$ cat config.mk
export PLATFORM = sky130hd
export DESIGN_NAME = cfg_region_lookup
export DESIGN_NICKNAME = d
export VERILOG_FILES = /design/src/rtl/cfg_region_lookup.sv
export SDC_FILE = /design/constraint.sdc
export NUM_CORES = 1
export LEC_CHECK = 0
export BUFFER_PORTS_ARGS = -buffer_cell sky130_fd_sc_hd__buf_4
export CAP_MARGIN = 20
export CORE_ASPECT_RATIO = 1.1
export CORE_MARGIN = 10
export CORE_UTILIZATION = 54
export DETAILED_ROUTE_END_ITERATION = 10
export GPL_TIMING_DRIVEN = 0
export PLACE_DENSITY = 0.82
export SETUP_SLACK_MARGIN = 0.4
export SYNTH_ARGS = -nofsm -noshare
export SYNTH_HDL_FRONTEND = slang
export SYNTH_SLANG_ARGS = --single-unit
$ cat constraint.sdc
create_clock -name clk_i -period 3.8 [get_ports clk_i]
set_input_delay 0.38 -clock clk_i [delete_from_list [all_inputs] [get_ports clk_i]]
set_output_delay 0.38 -clock clk_i [all_outputs]
set_load 0.1 [all_outputs]
$ cat src/rtl/cfg_region_lookup.sv
// Classifies a physical address against the execute/cached/non-idempotent rule tables, one rule index per cycle.
// Fixed latency N+1 cycles from acceptance; the result is held until rsp_ready_i, and flush_i aborts at any point.
package config_pkg;
  typedef struct packed {
    int unsigned   NrNonIdempotentRules;
    logic [1023:0] NonIdempotentAddrBase;
    logic [1023:0] NonIdempotentLength;
    int unsigned   NrExecuteRegionRules;
    logic [1023:0] ExecuteRegionAddrBase;
    logic [1023:0] ExecuteRegionLength;
    int unsigned   NrCachedRegionRules;
    logic [1023:0] CachedRegionAddrBase;
    logic [1023:0] CachedRegionLength;
    bit            NonIdemPotenceEn;
  } cva6_cfg_t;
endpackage

package cva6_config_pkg;
  localparam config_pkg::cva6_cfg_t cva6_cfg = '{
    NrNonIdempotentRules:  32'd1,
    NonIdempotentAddrBase: 1024'h0,
    NonIdempotentLength:   1024'h1_0000_0000,
    NrExecuteRegionRules:  32'd3,
    ExecuteRegionAddrBase: {{13{64'h0}}, 64'h8000_0000, 64'h1_0000, 64'h0},
    ExecuteRegionLength:   {{13{64'h0}}, 64'h4000_0000, 64'h1_0000, 64'h1000},
    NrCachedRegionRules:   32'd1,
    // Slot 1 is deliberately populated but lies beyond the rule count.
    CachedRegionAddrBase:  {{14{64'h0}}, 64'h0, 64'h8000_0000},
    CachedRegionLength:    {{14{64'h0}}, 64'h2_0000, 64'h4000_0000},
    NonIdemPotenceEn:      1'b0
  };
endpackage

module cfg_region_lookup #(
  parameter config_pkg::cva6_cfg_t CVA6Cfg   = cva6_config_pkg::cva6_cfg,
  parameter int unsigned           AddrWidth = 64
) (
  input  logic                 clk_i,
  input  logic                 rst_i,
  input  logic                 flush_i,
  input  logic                 req_valid_i,
  output logic                 req_ready_o,
  input  logic [AddrWidth-1:0] req_addr_i,
  output logic                 rsp_valid_o,
  input  logic                 rsp_ready_i,
  output logic                 rsp_exec_o,
  output logic                 rsp_cached_o,
  output logic                 rsp_nonidem_o
);

  localparam int unsigned NrExec    = CVA6Cfg.NrExecuteRegionRules;
  localparam int unsigned NrCached  = CVA6Cfg.NrCachedRegionRules;
  localparam int unsigned NrNonIdem = CVA6Cfg.NrNonIdempotentRules;
  localparam int unsigned NTmp      = (NrExec > NrCached) ? NrExec : NrCached;
  localparam int unsigned N         = (NTmp > NrNonIdem) ? NTmp : NrNonIdem;
  localparam int unsigned KW        = (N > 0) ? $clog2(N + 1) : 1;
  localparam logic [KW-1:0] KLast   = KW'((N > 0) ? (N - 1) : 0);

  typedef enum logic [1:0] {IDLE, SCAN, RESP} state_e;

  state_e               state_q;
  logic [AddrWidth-1:0] addr_q;
  logic [KW-1:0]        k_q;
  logic                 exec_q, cached_q, nonidem_q;
  logic                 req_ready_q, rsp_valid_q;

  logic [63:0] addr_ext;
  int unsigned k_idx;
  logic        exec_hit_d, cached_hit_d, nonidem_hit_d;

  // Subtract-then-compare stays correct when base + length wraps past 2^64.
  function automatic logic rule_hit(input logic [63:0]   addr,
                                    input logic [1023:0] bases,
                                    input logic [1023:0] lens,
                                    input int unsigned   idx);
    logic [63:0] base;
    logic [63:0] len;
    base = bases[64*idx +: 64];
    len  = lens[64*idx +: 64];
    return (addr >= base) && ((addr - base) < len);
  endfunction

  assign addr_ext = 64'(addr_q);
  assign k_idx    = 32'(k_q);

  assign exec_hit_d    = (k_idx < NrExec) &&
                         rule_hit(addr_ext, CVA6Cfg.ExecuteRegionAddrBase, CVA6Cfg.ExecuteRegionLength, k_idx);
  assign cached_hit_d  = (k_idx < NrCached) &&
                         rule_hit(addr_ext, CVA6Cfg.CachedRegionAddrBase, CVA6Cfg.CachedRegionLength, k_idx);
  assign nonidem_hit_d = (k_idx < NrNonIdem) &&
                         rule_hit(addr_ext, CVA6Cfg.NonIdempotentAddrBase, CVA6Cfg.NonIdempotentLength, k_idx);

  always_ff @(posedge clk_i) begin
    if (rst_i) begin
      state_q     <= IDLE;
      addr_q      <= '0;
      k_q         <= '0;
      exec_q      <= 1'b0;
      cached_q    <= 1'b0;
      nonidem_q   <= 1'b0;
      req_ready_q <= 1'b1;
      rsp_valid_q <= 1'b0;
    end else begin
      case (state_q)
        IDLE: begin
          if (req_valid_i && !flush_i) begin
            addr_q      <= req_addr_i;
            k_q         <= '0;
            exec_q      <= 1'b0;
            cached_q    <= 1'b0;
            nonidem_q   <= 1'b0;
            req_ready_q <= 1'b0;
            if (N == 0) begin
              state_q     <= RESP;
              rsp_valid_q <= 1'b1;
            end else begin
              state_q <= SCAN;
            end
          end
        end
        SCAN: begin
          if (flush_i) begin
            state_q     <= IDLE;
            req_ready_q <= 1'b1;
          end else begin
            exec_q    <= exec_q | exec_hit_d;
            cached_q  <= cached_q | cached_hit_d;
            nonidem_q <= nonidem_q | nonidem_hit_d;
            k_q       <= k_q + 1'b1;
            if (k_q == KLast) begin
              state_q     <= RESP;
              rsp_valid_q <= 1'b1;
            end
          end
        end
        RESP: begin
          if (flush_i || rsp_ready_i) begin
            state_q     <= IDLE;
            req_ready_q <= 1'b1;
            rsp_valid_q <= 1'b0;
          end
        end
        default: begin
          state_q     <= IDLE;
          req_ready_q <= 1'b1;
          rsp_valid_q <= 1'b0;
        end
      endcase
    end
  end

  // Flags accumulate during SCAN, so they are masked until the result is presented.
  assign req_ready_o   = req_ready_q;
  assign rsp_valid_o   = rsp_valid_q;
  assign rsp_exec_o    = rsp_valid_q & exec_q;
  assign rsp_cached_o  = rsp_valid_q & cached_q;
  assign rsp_nonidem_o = rsp_valid_q & nonidem_q & CVA6Cfg.NonIdemPotenceEn;

endmodule

==> flow_summary.json, run 1 <==
{
  "rrSetupSlack_ps": 680,
  "clock-root-buffer": "clkbuf_8",
  "cp_cell_sequence": "inv_1 > ha_1 > inv_1 > ha_2 > nor3_4 > nand4_2 > xnor2_1 > ha_1 > a2111oi_2 > nand4_1 > a2111oi_4 > nand3_2 > o31ai_2",
  "dp_hpwl_mm": 7.51,
  "min_period_over_period_pct": 82.1,
  "end_kind": "flip-flop",
  "start_util_pct": 55.5,
  "postCtsSetupBuffers": 0,
  "setup_violations": 0,
  "critPathSlowestCell": "a2111oi_4",
  "r2r-start": "k_q[1]",
  "path_class": "flip-flop to flip-flop",
  "switching_share_pct": 29.8,
  "fill_cells": 562,
  "fp.dieH_um": 103,
  "fin_nets": 612,
  "yosys-top-cells-count": "nand2_1, a21oi_1, dfxtp_1",
  "wl_met2_mm": 4.92,
  "p_per_area_nw_per_um2": 398,
  "ys_top_cells_by_area": "dfxtp_1, nand2_1, a21oi_1, ha_1, clkbuf_1",
  "htree_levels": 3,
  "worstHoldEndpoint": "state_q[1]",
  "grt_max_degree": 12,
  "drtIter0Drc": 317,
  "clk_latency_ps": 360,
  "holdCritPathClass": "primary input to flip-flop",
  "synth_edf_count": 0,
  "syn-cell-area_um2": 3420,
  "critPathLaunchType": "flip-flop",
  "clock-sinks": 64,
  "power_frac_comb_pct": 20.3,
  "grt_pass1_wl_mm": 16.5,
  "vias": 3601,
  "fin_crit_ps": 3120,
  "ys_warn_count": 0,
  "area_growth_pct": 24.1,
  "syn_nets": 538,
  "critPathTopFamily": "compound AO/OA/AOI/OAI gates",
  "grt_use_total_pct": 20.9,
  "clk_pin_slew_ps": 80,
  "maxSlewViolCount": 0,
  "ir_drop_v": 0.000285,
  "cts_buffers": 9,
  "critPathMaxStageDelay_ps": 400,
  "max-slew-margin-rel_pct": 58.9,
  "synth.top_cell.area_share_pct": 37.5,
  "hold-path-cell-count": 2,
  "r2r_end": "exec_q",
  "die_w_um": 95.8,
  "outcome": "completed",
  "ys_ff_latch": 64,
  "fp.dieArea_um2": 9910,
  "grt-ovfl-total": 0,
  "antenna_left": 0,
  "r2r_cells": 13,
  "cp.arrival_ps": 3390,
  "avgSynthCellArea_um2": 7.47,
  "wire_per_inst_um": 16.3,
  "cts-root-to-sink-buffers": 2,
  "std_cell_rows": 30,
  "yosysSeqAreaShare_pct": 37.5,
  "synthArstFlopShare_pct": 0,
  "hold_start": "flush_i",
  "drt_wl_total_mm": 10.0,
  "wl_met3_um": 637,
  "netlist_instances": 457,
  "cts_tree": "built",
  "synth_top_area_cell": "dfxtp_1",
  "drive_gt1_share_pct": 18.8,
  "yosysMostFrequentCell": "nand2_1",
  "finalSetupTns_ps": 0,
  "port_buffers": 63,
  "cp_max_fo": 7,
  "drv_cap": 0,
  "final-hold-violation-count": 0,
  "dr.max_layer_used": "met4",
  "antenna_cells": 0,
  "power_frac_seq_pct": 43.5,
  "critPathRequiredTime_ps": 4070,
  "switchingPower_uw": 502,
  "m1WireLength_mm": 4.28,
  "p_leak_nw": 1.66,
  "vias_per_cell": 5.85,
  "worst_pin_slew_ps": 616,
  "dr.pass1.iters": 5,
  "rsz0062_at_grt": "no",
  "ys.flop_type": "dfxtp_1",
  "cp_num_buf_inv": 2,
  "skew_ps": 10.5,
  "top_level_ports": 74,
  "core_area_um2": 6160,
  "clockPowerShare_pct": 36.2,
  "internal-power_mw": 1.18,
  "grt_pass1_vias": 3562,
  "p_total_mw": 1.69,
  "antenna_found_initial": 0,
  "path_depth": 13,
  "ys_types": 53,
  "gp_congestion": 0.942,
  "fmax_ghz": 0.321,
  "drc": 0
}
## power groups by stage
stage	logic [mW]	clock network (mW)	registers, mW
6_report	0.343	0.610	0.733
5_1_grt	0.381	0.643	0.737
4_1_cts	0.331	0.611	0.732
3_5_place_dp	0.327	0	0.747
3_3_place_gp	0.321	0	0.746
2_1_floorplan	0.217	0	0.743
## registers in the layout (all words and copies together), names as in the netlist
name	count
exec_q	1
addr_ext	56
k_q	2
state_q	2
req_ready_o	1
rsp_valid_o	1
cached_q	1
## worst reg2reg max path, delay by kind of cell, from the launching register on
family          cells  cell delay [ps]
compound gates      3              950
simple gates        4              680
fa+ha+maj           3              720
buf+inv             2              160
flops               1              360
xor+xnor            1              180
## worst max path at each step
stage	start	to	slack (ps)
finish	k_q[1]	exec_q	680
global route	k_q[1]	exec_q	400
CTS	k_q[1]	exec_q	410
detailed placement	k_q[1]	exec_q	470
global placement	k_q[1]	exec_q	440
floorplan	k_q[1]	exec_q	990
## cells in the final DEF, fill, tap and decap left out, types with 6 or more instances in the layout
master    synthesis  final
a21oi_1          64     64
buf_4             1     64
clkbuf_1         28     28
clkbuf_8          0     11
dfxtp_1          64     63
ha_1             12     11
inv_1             7      7
nand2_1         124    124
nand3_1           8      7
nand4_1          10     10
nor2_1           25     25
nor3_1           15     14
nor4_1           11     11
o21ai_0           9      9
or3_1             8      8
or4_1             6      6
## per-layer routing
layer / global-route usage (%) / vias up
li1: - / 1763
met1: 25.1 / 1691
met2: 34.6 / 122
met3: 5.99 / 25
met4: 7.26 / 0
met5: 0 / -
## final cells by class
type,instances,area (µm²),share of cell area (%)
Tap cell,80,100,2.36
Sequential cell,64,1280,30.2
Multi-Input combinational cell,353,2020,47.7
Timing Repair Buffer,63,473,11.2
Clock inverter,5,55.1,1.30
Clock buffer,11,151,3.57
Buffer,33,131,3.10
Inverter,7,26.3,0.620
## through the flow
stage	std cells	utilization (%)	worst slack [ps]	hold WS (ps)	area, µm²
after floorplan	457	-	985	427	3420
after global placement	600	64.8	436	445	3990
after detailed placement	600	64.8	470	449	3990
after CTS	616	68.2	406	240	4200
after global routing	616	68.9	400	262	4240
final	616	68.9	680	245	4240
## logic make-up after synthesis
| kind of cell | Yosys count | share of synthesized area [%] |
|---|---|---|
| buf+inv | 40 | 4.62 |
| compound gates | 101 | 18.1 |
| other cells | 1 | 0.110 |
| mux | 2 | 0.586 |
| xor+xnor | 8 | 2.05 |
| flops | 64 | 37.5 |
| fa+ha+maj | 13 | 4.69 |
| simple gates | 228 | 32.3 |
## timing repair
action | CTS | global route
endpoints found under the setup margin | 0 | 1
hold buffers | 0 | 0
gates resized for setup | 0 | 10
No activity file was read; power rests on OpenSTA's default activity.
==> inputs of run 2 (changes only) <==
- clock period: 3.8 -> 3.05 ns (I/O delays scaled with it)
==> run 2 against run 1 <==
  * Total power increased by 30%
  * Non-clock buffer count increased by 9
  * Highest routed layer unchanged
  * Core utilization increased by 3.4 points
  * Wire length decreased by 1.0%
  * Critical path depth decreased by 1
  * Sequential share of layout area decreased by 1.3 points
  * Sequential power increased by 25%
  * Clock skew decreased by 1.2 ps
  * Cell count increased by 1.5%
  * Global-route usage decreased by 0.15 points
  * Final area increased by 4.9%
  * Clock-buffer cell count decreased by 2
==> flow_summary.json, run 2 (synthesized netlist as in run 1, its figures left out) <==
{
  "clk_pin_slew_ps": 80,
  "antenna_found_initial": 0,
  "antenna_cells": 0,
  "grt_pass1_vias": 3573,
  "fin_nets": 621,
  "use_met3_pct": 7.29,
  "drv_cap": 0,
  "htree_levels": 3,
  "top_level_ports": 74,
  "postCtsHoldBufs": 0,
  "port_buffers": 63,
  "clk_latency_ps": 360,
  "cp_max_fo": 4,
  "end_kind": "flip-flop",
  "layout_commonest_cell": "nand2_1",
  "drt_wl_total_mm": 9.91,
  "std_cell_rows": 30,
  "setup_violations": 0,
  "wire_per_inst_um": 15.9,
  "final_cell_mix": "nand2_1, buf_4, a21oi_1, dfxtp_1, clkbuf_1",
  "clock-sinks": 64,
  "grt_max_degree": 13,
  "dr.pass1.iters": 5,
  "min_period_over_period_pct": 87.0,
  "max-slew-margin-rel_pct": 53.7,
  "grt_use_total_pct": 20.7,
  "final-hold-violation-count": 0,
  "start_util_pct": 55.5,
  "worst_pin_slew_ps": 695,
  "antenna_left": 0,
  "area_growth_pct": 30.2,
  "hold-path-cell-count": 2,
  "core_area_um2": 6160,
  "ir_drop_v": 0.000290,
  "die_w_um": 95.8,
  "vias_per_cell": 5.89,
  "worst_hold_slack_ps": 160,
  "outcome": "completed",
  "vias": 3681,
  "cts-root-to-sink-buffers": 2,
  "drtIter0Drc": 296,
  "fp.dieH_um": 103,
  "path_class": "flip-flop to flip-flop",
  "fin_crit_ps": 2650,
  "fmax_ghz": 0.377,
  "maxSlewViolCount": 0,
  "critPathLaunchType": "flip-flop",
  "clock-root-buffer": "clkbuf_8",
  "skew_ps": 9.34,
  "grt_pass1_wl_mm": 16.4,
  "grt-ovfl-total": 0,
  "drive_gt1_share_pct": 24.2,
  "gp_congestion": 0.950,
  "r2r_cells": 12,
  "holdCritPathClass": "primary input to flip-flop",
  "fp.dieArea_um2": 9910,
  "rsz0062_at_grt": "yes",
  "p_per_area_nw_per_um2": 493,
  "drc": 0,
  "met2_usage_pct": 34.5,
  "dp_hpwl_mm": 7.30,
  "finalSetupTns_ps": 0,
  "largest_register_ff_count": 56,
  "p_leak_nw": 1.74,
  "cp.arrival_ps": 2920,
  "cts_tree": "built",
  "busiest_layer": "met2",
  "cts_buffers": 9,
  "critPathRequiredTime_ps": 3320,
  "grt_use_met1_pct": 24.4
}
[run 2: per-stage QoR]
stage | setup slack, ps | cell area [µm²] | power [mW] | utilization [%] | cells
4_1_cts | 374 | 4390 | 2.17 | 71.3 | 624
5_1_grt | 272 | 4450 | 2.29 | 72.2 | 625
2_1_floorplan | 413 | 3450 | 1.20 | - | 457
3_5_place_dp | 74.4 | 4020 | 1.34 | 65.3 | 600
6_report | 396 | 4450 | 2.19 | 72.2 | 625
3_3_place_gp | 68.2 | 4020 | 1.33 | 65.3 | 600
[run 2: power breakdown]
group,total (mW),switching (mW),internal [mW]
clock,0.812,0.351,0.461
combinational,0.469,0.256,0.213
sequential,0.914,0.0425,0.871
[run 2: cell type report]
cell class              instances  area, µm²
well taps                      80        100
fillers                       509       1710
repair buffers                 72        541
plain buffers                  33        131
clock inverters                 7       96.3
flip-flops and latches         64       1290
clock buffers                   9        124
multi-input cells             353       2140
inverters                       7       31.3
[run 2: timing repair]
item                                    CTS  global route
setup buffers                             8             1
pin swaps                                13            10
endpoints found under the setup margin    2             2
gates resized for setup                  21            11
[run 2: final timing paths]
path	from	to	slack, ps
min reg2reg	addr_ext[14]	addr_ext[14]	460
min	flush_i	state_q[1]	160
max	k_q[1]	exec_q	400
max reg2reg	k_q[1]	exec_q	400
[run 2: layer usage]
layer | part of all wire, % | up-vias
li1 | - | 1787
met1 | 41 | 1711
met2 | 48 | 157
met3 | 9.3 | 26
met4 | 1.9 | 0
met5 | 0 | -
[run 2: critical path: stages, from the launching register on]
cell	delay [ps]
dfxtp_2	330
inv_2	70
ha_4	140
inv_4	40
ha_4	240
nor3_4	140
nand4_2	160
buf_4	200
or4_1	470
o31a_1	140
a2111oi_2	290
nand4_1	150
o31ai_2	200
==> inputs of run 3 (changes only) <==
- CELL_PAD_IN_SITES_DETAIL_PLACEMENT: not set -> 0
- CELL_PAD_IN_SITES_GLOBAL_PLACEMENT: not set -> 1
- CORE_UTILIZATION: 54 -> 39
==> run 3 against run 2 <==
  * Sequential power barely moved
  * Core utilization shrank 19 points
  * Clock power rose by 1%
  * Register-to-register slack got worse by 50 ps
==> flow_summary.json, run 3 (synthesized netlist as in run 1, its figures left out) <==
{
  "path_depth": 11,
  "cts-root-to-sink-buffers": 2,
  "m1WireLength_mm": 4.66,
  "std_cell_rows": 35,
  "timing.critical_path.mode_cell": "inv_2",
  "antenna_cells": 0,
  "ir_drop_v": 0.000265,
  "p_leak_nw": 1.74,
  "fp.dieArea_um2": 12900,
  "cp.arrival_ps": 2990,
  "setup_violations": 0,
  "fp.dieH_um": 118,
  "cts_tree": "built",
  "hold-path-cell-count": 2,
  "layout_commonest_cell": "nand2_1",
  "drtIter0Drc": 173,
  "clk_pin_slew_ps": 80,
  "hold_start": "flush_i",
  "vias": 3546,
  "fin_nets": 620,
  "wire_per_inst_um": 15.8,
  "drc": 0,
  "wl_met3_um": 662,
  "dr.pass1.iters": 5,
  "grt_pass1_vias": 3493,
  "top_level_ports": 74,
  "worstHoldEndpoint": "state_q[1]",
  "largest_register_ff_count": 56,
  "area_growth_pct": 30.8,
  "clock-root-buffer": "clkbuf_8",
  "critPathMaxStageDelay_ps": 470,
  "worst_hold_slack_ps": 167,
  "outcome": "completed",
  "cp_max_fo": 3,
  "critPathLaunchType": "flip-flop",
  "skew_ps": 10.5,
  "clock-sinks": 64,
  "r2r_cells": 11,
  "max-slew-margin-rel_pct": 54.5,
  "core_area_um2": 8450,
  "drt_wl_total_mm": 10.3,
  "p_per_area_nw_per_um2": 491,
  "rrSetupSlack_ps": 350,
  "r2r-start": "k_q[1]",
  "critPathSlowestCell": "or4_4",
  "grt-ovfl-total": 0,
  "grt_max_degree": 13,
  "gp_congestion": 0.875,
  "utilization_pct": 52.9,
  "final-hold-violation-count": 0,
  "worst_pin_slew_ps": 683,
  "final_cell_mix": "nand2_1, buf_4, a21oi_1",
  "maxSlewViolCount": 0,
  "drive_gt1_share_pct": 23.3,
  "critPathTopFamily": "simple AND/OR/NAND/NOR gates",
  "end_kind": "flip-flop",
  "port_buffers": 63,
  "antenna_left": 0,
  "wl_met2_mm": 4.88,
  "path_class": "flip-flop to flip-flop",
  "r2r_end": "cached_q",
  "critPathRequiredTime_ps": 3340,
  "cp_num_buf_inv": 3,
  "htree_levels": 3,
  "antenna_found_initial": 0,
  "placed_cell_area_um2": 4060,
  "dr.max_layer_used": "met4",
  "start_util_pct": 40.4,
  "cts_buffers": 9,
  "clk_latency_ps": 350,
  "grt_pass1_wl_mm": 16.9,
  "fin_crit_ps": 2700,
  "holdCritPathClass": "primary input to flip-flop",
  "dp_hpwl_mm": 7.73,
  "drv_cap": 0,
  "cp_cell_sequence": "inv_2 > buf_4 > ha_1 > inv_2 > ha_4 > nor4_4 > nand3_2 > or4_4 > maj3_2 > nor4_2 > a22o_1",
  "grt_use_total_pct": 16.1,
  "die_w_um": 109,
  "fmax_ghz": 0.370,
  "rsz0062_at_grt": "yes",
  "min_period_over_period_pct": 88.6,
  "postCtsHoldBufs": 0,
  "fin_area_um2": 4470,
  "fill_cells": 883,
  "vias_per_cell": 5.41
}
run 3: how the worst max path moves through the flow:
stage | start | slack (ps) | to
after global routing | k_q[1] | 240 | cached_q
final | k_q[1] | 350 | cached_q
after global placement | k_q[1] | -40 | exec_q
after CTS | k_q[1] | 300 | exec_q
after detailed placement | k_q[1] | 8 | exec_q
after floorplan | k_q[1] | 410 | exec_q
run 3: metrics by stage:
step | power, mW | setup WS, ps | TNS [ps] | instances
after global routing | 2.30 | 240 | 0 | 655
after floorplan | 1.20 | 413 | 0 | 457
final | 2.19 | 347 | 0 | 655
after global placement | 1.35 | -38.8 | -38.8 | 631
after detailed placement | 1.35 | 7.91 | 0 | 631
after CTS | 2.19 | 304 | 0 | 652
run 3: what timing repair did:
item	CTS	global route
setup buffers	5	3
gates resized for setup	13	15
pin swaps	11	17
setup endpoints to repair	2	2
run 3: final cells by class:
cell class / count / area [µm²] / share of cell area [%]
clock inverters: 6 / 93.8 / 2.10
multi-input cells: 353 / 2130 / 47.6
well taps: 111 / 139 / 3.11
plain buffers: 33 / 131 / 2.94
inverters: 7 / 28.8 / 0.644
flip-flops and latches: 64 / 1280 / 28.7
repair buffers: 71 / 537 / 12.0
clock buffers: 10 / 128 / 2.86
run 3: power breakdown:
| part | internal [mW] | total [mW] | switching (mW) |
|---|---|---|---|
| Sequential | 0.872 | 0.915 | 0.0432 |
| Clock | 0.464 | 0.821 | 0.356 |
| Combinational | 0.206 | 0.458 | 0.252 |
run 3: worst register-to-register path, stage by stage (launching register included):
cell and delay [ps]:
dfxtp_2 340, inv_2 50, buf_4 120, ha_1 190
inv_2 110, ha_4 220, nor4_4 260, nand3_2 150
or4_4 470, maj3_2 330, nor4_2 240, a22o_1 160
run 3: routing by layer:
| metal | vias up | track usage [%] |
|---|---|---|
| met4 | 0 | 4.97 |
| met1 | 1638 | 20.6 |
| met2 | 118 | 25.5 |
| met5 | - | 0 |
| li1 | 1776 | - |
| met3 | 14 | 4.57 |
